**config.mk**
```make
export PLATFORM = sky130hd
export DESIGN_NAME = acc_core_sequencer
export DESIGN_NICKNAME = d
export VERILOG_FILES = /design/src/rtl/acc_core_sequencer.sv
export SDC_FILE = /design/constraint.sdc
export NUM_CORES = 1
export LEC_CHECK = 0
export BUFFER_PORTS_ARGS = -buffer_cell sky130_fd_sc_hd__buf_2
export CAP_MARGIN = 0
export CORE_UTILIZATION = 49
export CTS_BUF_LIST = sky130_fd_sc_hd__clkbuf_16
export CTS_CLUSTER_SIZE = 16
export DETAILED_ROUTE_END_ITERATION = 6
export PLACE_DENSITY = 0.85
export SLEW_MARGIN = 10
export SYNTH_ARGS = -nofsm -noshare
export SYNTH_HDL_FRONTEND = slang
export SYNTH_SLANG_ARGS = --single-unit
```
**constraint.sdc**
```tcl
create_clock -name clk -period 3.3 [get_ports clk]
set_input_delay 0.66 -clock clk [delete_from_list [all_inputs] [get_ports clk]]
set_output_delay 0.66 -clock clk [all_outputs]
set_load 0.1 [all_outputs]
```
**src/rtl/acc_core_sequencer.sv**
```systemverilog
// acc_core_sequencer: run control, retired-instruction counter and host/core instruction-memory arbiter.
module acc_core_sequencer #(
  parameter int ADDR_W     = 5,
  parameter int DATA_W     = 8,
  parameter int STARVE_MAX = 4
) (
  input  logic              clk,
  input  logic              rst_n,
  input  logic              host_wr_valid,
  input  logic [ADDR_W-1:0] host_wr_addr,
  input  logic [DATA_W-1:0] host_wr_data,
  output logic              host_wr_ready,
  input  logic              cmd_run,
  input  logic              cmd_step,
  input  logic              cmd_stop,
  input  logic              core_fetch_req,
  input  logic [ADDR_W-1:0] core_fetch_addr,
  output logic              core_fetch_gnt,
  output logic              core_fetch_rvalid,
  input  logic              core_instr_done,
  input  logic              core_halt,
  output logic              core_en,
  output logic              core_restart,
  output logic              mem_we,
  output logic [ADDR_W-1:0] mem_addr,
  output logic [DATA_W-1:0] mem_wdata,
  input  logic [DATA_W-1:0] mem_rdata,
  output logic [2:0]        state,
  output logic [15:0]       instr_count
);
  localparam int SW = $clog2(STARVE_MAX + 1);
  typedef enum logic [2:0] {IDLE, RUN, STEP, PAUSED, HALTED} state_t;
  state_t cur, nxt;
  logic restart_next, restart_q, rvalid_q, active, nxt_active, host_gnt;
  logic [SW-1:0] starve_cnt;
  assign active     = cur == RUN || cur == STEP;
  assign nxt_active = nxt == RUN || nxt == STEP;
  always_comb begin
    nxt = cur;
    restart_next = 1'b0;
    case (cur)
      IDLE, PAUSED: if (!cmd_stop && (cmd_step || cmd_run)) begin
        nxt = cmd_step ? STEP : RUN;
        restart_next = cur == IDLE;
      end
      RUN:    nxt = core_halt ? HALTED : cmd_stop ? PAUSED : RUN;
      STEP:   nxt = core_halt ? HALTED : (cmd_stop || core_instr_done) ? PAUSED : STEP;
      HALTED: if (cmd_run) begin
        nxt = RUN;
        restart_next = 1'b1;
      end
      default: nxt = IDLE;
    endcase
  end
  // The host only loses while the core is fetching and has not yet been starved out.
  assign core_fetch_gnt    = active && core_fetch_req && starve_cnt < SW'(STARVE_MAX);
  assign host_wr_ready     = !core_fetch_gnt;
  assign host_gnt          = host_wr_valid && host_wr_ready;
  assign mem_we            = host_gnt;
  assign mem_addr          = host_gnt ? host_wr_addr : core_fetch_gnt ? core_fetch_addr : '0;
  assign mem_wdata         = host_gnt ? host_wr_data : '0;
  assign core_en           = active;
  assign core_restart      = restart_q;
  assign core_fetch_rvalid = rvalid_q;
  assign state             = cur;
  always_ff @(posedge clk or negedge rst_n) begin
    if (!rst_n) begin
      cur         <= IDLE;
      restart_q   <= 1'b0;
      rvalid_q    <= 1'b0;
      starve_cnt  <= '0;
      instr_count <= '0;
    end else begin
      cur         <= nxt;
      restart_q   <= restart_next;
      rvalid_q    <= core_fetch_gnt;
      starve_cnt  <= (active && nxt_active && host_wr_valid && !host_wr_ready) ? starve_cnt + 1'b1 : '0;
      instr_count <= restart_next ? '0 :
                     (active && core_instr_done && instr_count != 16'hFFFF) ? instr_count + 16'd1 : instr_count;
    end
  end
endmodule

```
==> summary.md <==
| Metric | Value |
|---|---|
| Reg clk slew, reported paths | `0.06 ns` |
| RePlAce Congestion | `0.853` |
| Initial DRC Count | `66` |
| Comb power frac | `0.666` |
| PortBufs | `64` |
| Final setup TNS | `0 ns` |
| Clock Path Buffers | `2` |
| Core Area | `0.00278 mm2` |
| Detailed Place HPWL | `2590 um` |
| DR WL/cell | `13.4 um` |
| Status | `complete, no violations` |
| Cell-internal power | `0.821 mW` |
| Hold buffers post-CTS | `0` |
| Worst setup SP type | `flop` |
| Final Skew | `0.00136 ns` |
| Grt total ovfl | `0` |
| Worst reg2reg startpoint | `instr_count[0]` |
| H-tree Lvls | `1` |
| DRT antenna net count | `0` |
| Worst setup path startpoint | `state[0]` |
| Endpoints failing hold | `0` |
| Worst Tran Pin Value | `0.625 ns` |
| Syn Area/Cell | `8.87 um2` |
| Yosys cell types | `41` |
| TritonRoute pass-1 iters | `5` |
| R2r setup slk | `1.25 ns` |
| Row Count | `19` |
| Die Footprint | `0.00317 mm2` |
| Slew Limit Fails | `0` |
| Clock sinks | `24` |
| Critical path endpoint category | `output port` |
| Die H | `56.3 um` |
| Worst endpoint required time | `2.64 ns` |
| Dpl cell area | `0.00199 mm2` |
| Crit Path Class | `flop to output port` |
| R2r endpoint | `instr_count[2]` |
| Post-cts resize count | `0` |
| Commonest cells post-synth | `24 x dfrtp_1, 22 x nand2_1, 18 x nor2_1, 11 x nand3_1, 9 x and3_1` |
| Reg2reg path depth | `6` |
| Flop pwr share | `0.208` |
| Fin crit share | `0.884` |
| Fmax | `343 MHz` |
| Sequential share of the synthesized area | `0.416` |
| Clock Latency Late Sink | `0.25 ns` |
| Post-synthesis cell area | `0.00145 mm2` |
| Net Sw Power | `1.20 mW` |
| Synthesis Warnings | `0` |
| Fin nets | `265` |
| Largest cells by area after synthesis | `dfrtp_1 42%, nand2_1 5.7%, nor2_1 4.7%` |
| HP Class | `input port to async pin` |
| Top-count cell post-synth | `dfrtp_1` |
| Layout cells sized above 1 | `0.410` |
| Clock buffer count from CTS | `3` |
| Slowest-stage cell, CP | `dfrtp_4` |
| Total setup buffers inserted after CTS | `0` |
| Share of the synthesized area in the top cell type | `0.416` |
| Clock power share | `0.127` |
| Post-synthesis cell count | `163` |
| Asr flop ratio synth | `1.00` |
| Io pins | `73` |
| Routed WL | `3450 um` |
| DR vias | `1,441` |
| Global Route Usage Sum | `0.239` |
| Vias in the first global route | `1,284` |
| Unrepaired setup endpoints after global routing | `no` |
| Initial Util | `0.520` |
| Syn nets | `200` |
| CP max FO | `11` |
| First-pass GRT wire length | `5910 um` |
| Largest net degree at the start of global routing | `25` |
| Clock root buffer | `clkbuf_16` |
| Yosys top cell by area | `dfrtp_1` |
| FF+latch count, synth | `24` |
| TritonCTS clock tree | `built` |
| Initial antenna violation count | `0` |
| Fin util | `0.743` |
| Endpoints failing setup | `0` |
| Leak pwr | `1.06 nW` |
| Top_reg_cell synth | `dfrtp_1` |
| Die X | `56.3 um` |
| Power density over the cells | `980 mW/mm2` |
| Area growth syn-to-layout | `42.9%` |
| Slowest stage delay, CP | `0.54 ns` |
| ANT cells | `0` |
| Critical-path cell list | `xnor2_4 -> nor2_4 -> nand3b_1 -> clkinvlp_4 -> buf_4 -> o21ai_4 -> buf_12` |
| Crit path DAT | `2.26 ns` |
| Final instance area | `0.00207 mm2` |
| Max-cap violations | `0` |
| Slew headroom | `0.580` |
| Min Clock Period, post-route | `2.92 ns` |
| Switching Fraction | `0.594` |
| Via/cell ratio | `5.59` |
| VDD IR max | `0.00119 V` |
| Worst Setup EP | `mem_addr[0]` |
| EDFF count, synth | `0` |
| Drc violations | `0` |
[registers in the layout (all words and copies together), names as in the netlist]
name,count
instr_count,16
state,3
core_fetch_rvalid,1
core_restart,1
starve_cnt,3
[worst min-delay path by stage]
stage	start	to	slack (ns)	cells after the start
after floorplan	rst_n	core_fetch_rvalid	0.36	0
after global placement	starve_cnt[0]	starve_cnt[0]	0.43	1
after detailed placement	starve_cnt[0]	starve_cnt[0]	0.45	1
after CTS	rst_n	instr_count[6]	0.39	1
after global routing	rst_n	core_restart	0.43	1
final	rst_n	core_restart	0.37	1
[per-layer routing]
layer	track usage	wire length (um)	vias to the layer above
met3	0.0346	236	9
met1	0.309	1490	670
met5	0	0	-
met2	0.398	1670	66
li1	-	-	696
met4	0.108	48	0
[logic make-up (layout without fill, tap and decap cells)]
family / count (synthesis) / in the layout / share of synthesized area
buffers and inverters: 14 / 78 / 0.0511
adders and majority gates: 2 / 2 / 0.0173
AOI/OAI and AO/OA: 18 / 18 / 0.0823
DFF: 24 / 24 / 0.416
xor gates and xnor gates: 11 / 11 / 0.0719
and+or+nand+nor: 88 / 88 / 0.320
muxes: 6 / 6 / 0.0416
[through the flow]
stage               hold WS (ns)  power, mW  worst slack, ns  instances
global placement           0.432       1.76            0.668        254
finish                     0.375       2.02            0.383        258
CTS                        0.391       2.03            0.352        258
global route               0.429       2.11            0.246        258
floorplan                  0.364       1.57          -0.0209        163
detailed placement         0.447       1.77            0.649        254
[cells in the final DEF, fill, tap and decap left out, types with 5 or more instances in the layout]
cell type  Yosys  final
and3_1         9      9
buf_12         0      5
buf_2          2     59
dfrtp_1       24     21
inv_1          7      6
mux2i_1        6      6
nand2_1       22     17
nand2_4        0      5
nand3_1       11     11
nor2_1        18     16
nor3_1         5      5
o21ai_4        0      5
xnor2_1        5      5
xor2_1         5      5
[power groups by stage]
stage          sequential (mW)  clock [mW]  combinational, mW
2_1_floorplan            0.676           0              0.898
3_3_place_gp             0.423           0               1.34
3_5_place_dp             0.424           0               1.35
4_1_cts                  0.419       0.263               1.35
5_1_grt                  0.430       0.277               1.40
6_report                 0.420       0.256               1.35
[cell type report]
class / instances / area [um2]
Clock buffer: 3 / 75.1
Clock inverter: 1 / 3.75
Fill cell: 215 / 716
Inverter: 7 / 30.0
Multi-Input combinational cell: 125 / 891
Sequential cell: 24 / 609
Tap cell: 31 / 38.8
Timing Repair Buffer: 67 / 418
[critical path: cells and delay by family (launching register included)]
family	cells	cell delay (ns)
and+or+nand+nor	2	0.21
buffers and inverters	3	0.83
DFF	1	0.54
AOI/OAI and AO/OA	1	0.16
xor gates and xnor gates	1	0.27
(Power assumes the default switching activity.)
